File: src/rtl/pc_unit_if.sv
// Bundle of the pc_unit control inputs and fetch-address outputs.
// master drives stall/branch/resume; slave is the pc_unit itself.
interface pc_unit_if #(
    parameter int unsigned XLEN  = 64,
    parameter int unsigned CNT_W = 32
);
    logic             stall;
    logic             branch_taken;
    logic [XLEN-1:0]  branch_target;
    logic             resume;
    logic [XLEN-1:0]  pc_out;
    logic             fetch_valid;
    logic             halted;
    logic             fault_misaligned;
    logic             fault_oob;
    logic [CNT_W-1:0] advance_count;

    modport master (
        output stall, branch_taken, branch_target, resume,
        input  pc_out, fetch_valid, halted, fault_misaligned, fault_oob, advance_count
    );

    modport slave (
        input  stall, branch_taken, branch_target, resume,
        output pc_out, fetch_valid, halted, fault_misaligned, fault_oob, advance_count
    );
endinterface

File: src/rtl/pc_unit.sv
// Program-counter unit: registers the next fetch address with stall, redirect,
// alignment / range checking, a HOLD/RUN/HALT state machine and an advance counter.
module pc_unit #(
    parameter int unsigned     XLEN         = 64,
    parameter logic [XLEN-1:0] RESET_VECTOR = '0,
    parameter longint unsigned IMEM_BYTES   = 16,
    parameter int unsigned     INSTR_BYTES  = 4,
    parameter int unsigned     OOB_MODE     = 0,
    parameter int unsigned     CNT_W        = 32
) (
    input  logic      clk,
    input  logic      reset,
    pc_unit_if.slave  bus
);
    typedef enum logic [1:0] {HOLD, RUN, HALT} state_t;

    localparam logic [XLEN-1:0] ALIGN_MASK = XLEN'(INSTR_BYTES - 1);
    localparam logic [XLEN-1:0] IMEM_LIMIT = XLEN'(IMEM_BYTES);
    localparam logic [XLEN:0]   STEP       = (XLEN+1)'(INSTR_BYTES);

    state_t           state, state_nxt;
    logic [XLEN-1:0]  pc, pc_nxt;
    logic             fm, fm_nxt;
    logic             fo, fo_nxt;
    logic [CNT_W-1:0] cnt, cnt_nxt, cnt_inc;

    logic [XLEN:0]    seq_sum;
    logic [XLEN-1:0]  cand;
    logic             misaligned;
    logic             oob;

    always_comb begin
        seq_sum    = {1'b0, pc} + STEP;
        cand       = bus.branch_taken ? bus.branch_target : seq_sum[XLEN-1:0];
        misaligned = (cand & ALIGN_MASK) != '0;
        // a carry out of the sequential increment is treated as out of range
        oob        = (!bus.branch_taken && seq_sum[XLEN]) || (cand >= IMEM_LIMIT);
        cnt_inc    = (&cnt) ? cnt : cnt + CNT_W'(1);
    end

    always_comb begin
        state_nxt = state;
        pc_nxt    = pc;
        fm_nxt    = fm;
        cnt_nxt   = cnt;
        // wrap-mode fault_oob is a pulse: it drops on the edge after the wrap
        fo_nxt    = (OOB_MODE == 0) ? 1'b0 : fo;

        case (state)
            HOLD: state_nxt = RUN;
            RUN: begin
                if (!bus.stall) begin
                    if (misaligned) begin
                        state_nxt = HALT;
                        fm_nxt    = 1'b1;
                    end else if (oob) begin
                        if (OOB_MODE == 0) begin
                            pc_nxt  = RESET_VECTOR;
                            fo_nxt  = 1'b1;
                            cnt_nxt = cnt_inc;
                        end else begin
                            state_nxt = HALT;
                            fo_nxt    = 1'b1;
                        end
                    end else begin
                        pc_nxt  = cand;
                        cnt_nxt = cnt_inc;
                    end
                end
            end
            HALT: begin
                if (bus.resume) begin
                    state_nxt = RUN;
                    pc_nxt    = RESET_VECTOR;
                    fm_nxt    = 1'b0;
                    fo_nxt    = 1'b0;
                end
            end
            default: state_nxt = HOLD;
        endcase
    end

    always_ff @(posedge clk or posedge reset) begin
        if (reset) begin
            state <= HOLD;
            pc    <= RESET_VECTOR;
            fm    <= 1'b0;
            fo    <= 1'b0;
            cnt   <= '0;
        end else begin
            state <= state_nxt;
            pc    <= pc_nxt;
            fm    <= fm_nxt;
            fo    <= fo_nxt;
            cnt   <= cnt_nxt;
        end
    end

    assign bus.pc_out           = pc;
    assign bus.fetch_valid      = (state == RUN);
    assign bus.halted           = (state == HALT);
    assign bus.fault_misaligned = fm;
    assign bus.fault_oob        = fo;
    assign bus.advance_count    = cnt;
endmodule

File: src/flat_wrapper.sv
// flat-port wrapper written by rule: the top's interface ports become plain ports
module pc_unit_flat 
#(
    parameter int unsigned     XLEN         = 64,
    parameter logic [XLEN-1:0] RESET_VECTOR = '0,
    parameter longint unsigned IMEM_BYTES   = 16,
    parameter int unsigned     INSTR_BYTES  = 4,
    parameter int unsigned     OOB_MODE     = 0,
    parameter int unsigned     CNT_W        = 32
)
  (clk, reset, bus_stall, bus_branch_taken, bus_branch_target, bus_resume, bus_pc_out, bus_fetch_valid, bus_halted, bus_fault_misaligned, bus_fault_oob, bus_advance_count);
  pc_unit_if #(.XLEN(XLEN), .CNT_W(CNT_W)) bus_i ();
  input  logic clk;
  input  logic reset;
  input wire logic [$bits(bus_i.stall)-1:0] bus_stall;
  input wire logic [$bits(bus_i.branch_taken)-1:0] bus_branch_taken;
  input wire logic [$bits(bus_i.branch_target)-1:0] bus_branch_target;
  input wire logic [$bits(bus_i.resume)-1:0] bus_resume;
  output wire logic [$bits(bus_i.pc_out)-1:0] bus_pc_out;
  output wire logic [$bits(bus_i.fetch_valid)-1:0] bus_fetch_valid;
  output wire logic [$bits(bus_i.halted)-1:0] bus_halted;
  output wire logic [$bits(bus_i.fault_misaligned)-1:0] bus_fault_misaligned;
  output wire logic [$bits(bus_i.fault_oob)-1:0] bus_fault_oob;
  output wire logic [$bits(bus_i.advance_count)-1:0] bus_advance_count;
  assign bus_i.stall = bus_stall;
  assign bus_i.branch_taken = bus_branch_taken;
  assign bus_i.branch_target = bus_branch_target;
  assign bus_i.resume = bus_resume;
  assign bus_pc_out = bus_i.pc_out;
  assign bus_fetch_valid = bus_i.fetch_valid;
  assign bus_halted = bus_i.halted;
  assign bus_fault_misaligned = bus_i.fault_misaligned;
  assign bus_fault_oob = bus_i.fault_oob;
  assign bus_advance_count = bus_i.advance_count;
  pc_unit #(.XLEN(XLEN), .RESET_VECTOR(RESET_VECTOR), .IMEM_BYTES(IMEM_BYTES), .INSTR_BYTES(INSTR_BYTES), .OOB_MODE(OOB_MODE), .CNT_W(CNT_W)) u_core (.clk(clk), .reset(reset), .bus(bus_i));
endmodule
File: config.mk
export PLATFORM = sky130hd
export DESIGN_NAME = pc_unit_flat
export DESIGN_NICKNAME = d
export VERILOG_FILES = /design/src/rtl/pc_unit_if.sv /design/src/rtl/pc_unit.sv /design/src/flat_wrapper.sv
export SDC_FILE = /design/constraint.sdc
export NUM_CORES = 1
export LEC_CHECK = 0
export ABC_AREA = 1
export CORE_ASPECT_RATIO = 0.9
export CORE_MARGIN = 2
export CORE_UTILIZATION = 40
export CTS_BUF_LIST = sky130_fd_sc_hd__clkbuf_16
export DETAILED_ROUTE_END_ITERATION = 7
export HOLD_SLACK_MARGIN = 0.05
export PLACE_DENSITY = 0.78
export SYNTH_ARGS = -nofsm -noshare
export SYNTH_HDL_FRONTEND = slang
export SYNTH_SLANG_ARGS = --single-unit
File: constraint.sdc
create_clock -name clk -period 4.3 [get_ports clk]
set_input_delay 0.86 -clock clk [delete_from_list [all_inputs] [get_ports clk]]
set_output_delay 0.86 -clock clk [all_outputs]
set_load 0.01 [all_outputs]
==> flow_summary_export.csv, run 1 <==
group,metric,value,unit
status,status,"complete, no violations",
logic_synthesis,syn_avg_cell_area,6.50,um^2
clocking,insertion_delay,0.36,ns
route,drc,0,
clocking,postCtsSetupBuffers,0,
logic_synthesis,yosysSeqAreaShare,35.3,%
route,vias,7669,
worst_hold_path,hold_path_class,"reg -> reg",
placed_design,finalWeightedCongestion,0.972,
clocking,path_clk_slew,0.07,ns
global_route,grt_antenna_before_repair,0,
route,drtIter0Drc,787,
logic_synthesis,synthDistinctLibCells,40,
clocking,htree_num_levels,3,
route,drtAntennaViolNets,0,
global_route,grt_pass1_wl,38700,um
timing,worst_pin_slew,0.994,ns
logic_synthesis,synth_largest_area_cell,"dfrtp_1",
clocking,cts_max_path_buffers,2,
critical_path,arrival,3.14,ns
timing,worst_hold_slack,0.499,ns
clocking,hold_buffers,0,
global_route,grt_util_all_layers,26.8,%
flow_run,cap_violations,0,
clocking,cts_buffers,9,
logic_synthesis,async_flop_share,100,%
finish,final_layout_size_suffix_gt1_share,8.80,%
floorplanning,dieArea,18800,um^2
logic_synthesis,yosysMostFrequentCell,"nand2_1",
critical_path,crit_path_max_fanout,10,
critical_path,crit_required,4.55,ns
critical_path,crit_path_cell_trace,"clkdlybuf4s50_1 > inv_2 > o21ai_1 > o2111ai_1 > nor2_1 > nand2_2 > inv_2 > nand3_1 > nor2_1 > nand4_1 > xnor2_1",
timing,tns,0,ns
floorplanning,die_h,130,um
global_route,grt_pass1_vias,7196,
floorplanning,rows,46,
route,firstDrtPassIters,7,
logic_synthesis,ys_warn_count,0,
floorplanning,core,17500,um^2
finish,areaGrowthSynthToFinish,31.9,%
clocking,cts-root-buf,"clkbuf_16",
clocking,cts_tree,"built",
pwr,vdd_drop_max,0.000255,V
logic_synthesis,syn-instance-count,1092,
global_route,grt_max_degree,79,
clocking,cts.repair.resized,0,
critical_path,crit_slowest_cell,"clkdlybuf4s50_1",
route,finalWirelength,24900,um
floorplanning,io_pins,169,
timing,period_share,67.2,%
logic_synthesis,synth_enable_flop_cells,0,
timing,rsz0062_at_grt,"no",
logic_synthesis,synth_ff_type,"dfrtp_1",
timing,slew_headroom,33.7,%
timing,slew_viol_final,0,
critical_path,crit_path_end_kind,"flop",
timing,finalHoldViolCount,0,
finish,diodes,0,
pwr,cellLeakagePower,0.00414,uW
logic_synthesis,ys_ff_latch,100,
floorplanning,start_util,40.6,%
logic_synthesis,synth_area_leaders,"dfrtp_1, nand2_1, nor2_1",
finish,fin_area,9360,um^2
logic_synthesis,syn_area,7100,um^2
timing,period_needed,2.89,ns
finish,num-nets-final,1328,
placed_design,placed_area,9040,um^2
clocking,clock-sinks,100,
pwr,power.density,257,nW/um^2
placed_design,hpwl,19300,um
logic_synthesis,ys_top_cells_by_count,"nand2_1, nor2_1, inv_1",
route,viasPerCell,5.11,
finish,fillers,1767,
logic_synthesis,syn-num-nets,1163,
timing,setup_viol,0,
timing,finalClockSkew,0.00883,ns
critical_path,cp-start-kind,"input port",
timing,max_freq,346,MHz
logic_synthesis,synth.top_cell.area_share,35.3,%
placed_design,io_buffers,168,
critical_path,crit_type,"in -> reg",
critical_path,cp_slowest_stage_delay,0.67,ns
route,wire_per_inst,16.6,um
global_route,grt-ovfl-total,0,
floorplanning,fp.dieW,144,um
==> flip-flops by register name, summed over array words and instances (netlist names) <==
| name | cells |
|---|---|
| u_core.bus.advance_count | 32 |
| u_core.bus.fault_misaligned | 1 |
| u_core.bus.fault_oob | 1 |
| u_core.bus.pc_out | 64 |
| u_core.state | 2 |
==> worst max-delay path: cells and delay by family <==
| kind | cells | cell delay [ns] |
|---|---|---|
| buffers and inverters | 3 | 0.98 |
| xor gates and xnor gates | 1 | 0.14 |
| and+or+nand+nor | 5 | 0.87 |
| AOI/OAI and AO/OA | 2 | 0.30 |
==> per-stage QoR <==
stage                     setup slack [ns]  utilization, %  total power [uW]  std cells
after global placement                1.16            51.7              1510       1486
final                                 1.41            53.5              2400       1502
after detailed placement              1.08            51.7              1510       1486
after global routing                  1.17            53.5              2510       1502
after floorplan                      0.821               -              1280       1092
after CTS                             1.44            53.5              2410       1502
==> cell usage in the layout (no fill, tap or decap), types with 10 or more instances in the layout <==
master / Yosys / routed
inv_1: 130 / 130
clkdlybuf4s50_1: 0 / 168
nand4_1: 26 / 26
o21ai_1: 10 / 10
nor2_1: 197 / 197
nand3_1: 96 / 96
a21oi_1: 13 / 13
nor2_2: 20 / 20
nor3_1: 14 / 14
nand2_1: 320 / 320
inv_2: 10 / 10
nand2_2: 11 / 11
or2_2: 23 / 23
dfrtp_1: 100 / 100
xor2_1: 24 / 24
o21ai_0: 29 / 29
==> per-layer routing <==
| layer | up-vias | routed length, um | global-route usage, % |
|---|---|---|---|
| met3 | 48 | 2520 | 7.60 |
| met1 | 3492 | 10800 | 36.2 |
| li1 | 3739 | - | - |
| met5 | - | 0 | 0 |
| met4 | 0 | 616 | 8.62 |
| met2 | 390 | 11000 | 41.8 |
==> area by class of cell <==
cell class	count	area, um^2	share of cell area (%)
Clock buffer	9	225	2.41
Clock inverter	7	91.3	0.976
Multi-Input combinational cell	830	3960	42.3
Tap cell	240	300	3.21
Inverter	141	532	5.68
Sequential cell	100	2500	26.7
Timing Repair Buffer	175	1750	18.7
==> power breakdown <==
part           switching [uW]  total (uW)  internal (uW)
Sequential               35.4        1010            977
Combinational             286         489            203
Clock                     391         901            510
Total                     712        2400           1690
==> worst paths after layout <==
path | start | end | slack [ns] | depth (start not counted)
max | bus_branch_taken | u_core.bus.advance_count[30]$_DFFE_PP0P_ | 1.41 | 11
min | u_core.bus.advance_count[30]$_DFFE_PP0P_ | u_core.bus.advance_count[30]$_DFFE_PP0P_ | 0.50 | 1
max reg2reg | u_core.bus.pc_out[3]$_DFFE_PP0P_ | u_core.bus.pc_out[3]$_DFFE_PP0P_ | 1.58 | 15
min reg2reg | u_core.bus.advance_count[30]$_DFFE_PP0P_ | u_core.bus.advance_count[30]$_DFFE_PP0P_ | 0.50 | 1
max in group asynchronous | reset | u_core.bus.pc_out[45]$_DFFE_PP0P_ | 2.30 | 3
min in group asynchronous | reset | u_core.bus.advance_count[5]$_DFFE_PP0P_ | 1.09 | 2
==> cells by family after synthesis <==
logic type | share of synthesized area [%]
AND/OR/NAND/NOR | 47.0
XOR/XNOR | 4.07
flip-flops | 35.3
AO/OA/AOI/OAI | 4.30
multiplexers | 0.141
buffers and inverters | 8.91
adder cells (fa/ha/maj) | 0.353
No activity file was read; power rests on OpenSTA's default activity.
==> run 2, diff against run 1 <==
==> constraint.sdc (replaced) <==
create_clock -name clk -period 2.8 [get_ports clk]
set_input_delay 0.56 -clock clk [delete_from_list [all_inputs] [get_ports clk]]
set_output_delay 0.56 -clock clk [all_outputs]
set_load 0.01 [all_outputs]
==> run 2 against run 1 <==
Compared with the run above:
- global-route usage increased by 0.72 points
- sequential power increased by 53%
- flip-flop and latch count unchanged
- largest cell class unchanged
==> flow_summary_export.csv, run 2 (synthesis gave the netlist of run 1 again) <==
group,metric,value,unit
finish,fin_area,9470,um^2
finish,final_common_cell,"nand2_1",
clocking,cts_tree,"built",
worst_hold_path,hold_path_class,"reg -> reg",
pwr,vdd_drop_max,0.000505,V
timing,period_share,92.8,%
finish,fillers,1727,
critical_path,rrSetupSlack,0.20,ns
finish,num-nets-final,1339,
clocking,clock-sinks,100,
finish,largest_reg_flops,64,
pwr,sw_frac_of_total,32.1,%
pwr,p_clk_share,35.6,%
timing,setup_viol,0,
timing,finalClockSkew,0.00985,ns
clocking,cts_max_path_buffers,2,
finish,final_layout_size_suffix_gt1_share,9.74,%
critical_path,crit_path_max_fanout,7,
status,status,"complete, no violations",
global_route,grt_max_degree,63,
pwr,internal-power,2470,uW
timing,max_freq,385,MHz
floorplanning,start_util,40.6,%
route,finalWirelength,25200,um
placed_design,placed_area,9180,um^2
floorplanning,die_h,130,um
pwr,power_frac_seq,42.8,%
critical_path,arrival,2.91,ns
finish,diodes,0,
floorplanning,fp.dieW,144,um
finish,register_area,2500,um^2
critical_path,reg2reg_depth,17,
finish,most-common-layout-cells,"nand2_1, nor2_1, clkdlybuf4s50_1",
pwr,finalPower,3630,uW
pwr,power_switching,1160,uW
floorplanning,io_pins,169,
global_route,grt_antenna_before_repair,0,
critical_path,crit_type,"reg -> reg",
clocking,cts_buffers,9,
pwr,pwr-share-comb,21.6,%
timing,finalHoldViolCount,0,
route,vias,7732,
route,firstDrtPassIters,5,
timing,worst_pin_slew,0.497,ns
floorplanning,core,17500,um^2
critical_path,crit_path_end_kind,"flop",
placed_design,placed_cells,1497,
clocking,postCtsSetupBuffers,0,
clocking,hold_buffers,0,
route,wire_per_inst,16.7,um
route,drc,0,
clocking,insertion_delay,0.36,ns
timing,rsz0062_at_grt,"no",
pwr,power.density,384,nW/um^2
timing,slew_viol_final,0,
route,drtAntennaViolNets,0,
route,viasPerCell,5.11,
floorplanning,rows,46,
global_route,grt-ovfl-total,0,
route,drtIter0Drc,717,
finish,layoutNonFillerInstCount,1513,
clocking,cts.repair.resized,0,
finish,multi_input_area,3960,um^2
global_route,grt_util_all_layers,27.5,%
floorplanning,dieArea,18800,um^2
global_route,grt_pass1_wl,39600,um
critical_path,crit_required,3.11,ns
finish,areaGrowthSynthToFinish,33.5,%
worst_hold_path,worstHoldPathCells,1,
placed_design,io_buffers,168,
finish,postLayoutCoreUtil,54.1,%
timing,slew_headroom,66.8,%
pwr,cellLeakagePower,0.00420,uW
clocking,htree_num_levels,3,
global_route,grt_pass1_vias,7319,
timing,period_needed,2.60,ns
placed_design,hpwl,19800,um
clocking,path_clk_slew,0.08,ns
flow_run,cap_violations,0,
clocking,cts-root-buf,"clkbuf_16",
placed_design,finalWeightedCongestion,0.959,
critical_path,cp-start-kind,"flop",
## run 2: changes by cell type in the layout (fill, tap and decap cells not counted), moves of 2 or more
cell,change
bufinv_16,-2
buf_4,+7
buf_12,+4
inv_6,+2
## run 2: layer usage
metal / global-route usage [%] / wire length [um] / vias to the layer above
met4: 7.60 / 660 / 0
met3: 6.28 / 2460 / 46
met2: 43.7 / 11100 / 386
li1: - / - / 3760
met1: 38.0 / 11000 / 3540
met5: 0 / 0 / -
## run 2: final cells by class
type | instances | share of cell area [%]
inverters | 141 | 5.63
well taps | 240 | 3.17
repair buffers | 186 | 19.8
clock buffers | 9 | 2.38
flip-flops and latches | 100 | 26.4
clock inverters | 7 | 0.727
multi-input cells | 830 | 41.8
## run 2: path summary, 6_finish.rpt
kind                                                         start                                       to
setup reg to reg                  u_core.bus.pc_out[2]$_DFFE_PP0P_         u_core.bus.pc_out[2]$_DFFE_PP0P_
hold / removal             u_core.bus.advance_count[5]$_DFFE_PP0P_  u_core.bus.advance_count[5]$_DFFE_PP0P_
min in group asynchronous                                    reset  u_core.bus.advance_count[2]$_DFFE_PP0P_
max in group asynchronous                                    reset        u_core.bus.pc_out[32]$_DFFE_PP0P_
hold reg to reg            u_core.bus.advance_count[5]$_DFFE_PP0P_  u_core.bus.advance_count[5]$_DFFE_PP0P_
setup / recovery                  u_core.bus.pc_out[2]$_DFFE_PP0P_         u_core.bus.pc_out[2]$_DFFE_PP0P_
## run 2: worst max-delay path, stage by stage, from the launching register on
cell     delay (ns)
dfrtp_1        0.36
ha_1           0.26
nand2_2        0.11
nor2_4         0.19
nand2_2        0.12
nor2_4         0.21
nand2_1        0.17
nor2_1         0.12
o21ai_1        0.07
nand2_1        0.07
nand2_1        0.05
inv_1          0.05
nand2_1        0.04
nor2_1         0.22
nand3_1        0.17
nor2_2         0.18
nand3_1        0.10
nand2_1        0.06
## run 2: metrics by stage
stage	setup TNS [ns]	hold slack [ns]	setup WS (ns)
2_1_floorplan	0	0.497	0.722
3_3_place_gp	0	0.485	0.0348
3_5_place_dp	-0.316	0.484	-0.104
4_1_cts	0	0.504	0.266
5_1_grt	0	0.536	0.00448
6_report	0	0.499	0.200
## run 2: power groups by stage
stage                     Clock, uW  Combinational (uW)  Sequential [uW]
final                          1290                 786             1550
after global routing           1370                 862             1560
after CTS                      1300                 789             1550
after detailed placement          0                 784             1580
after global placement            0                 770             1580
after floorplan                   0                 384             1590
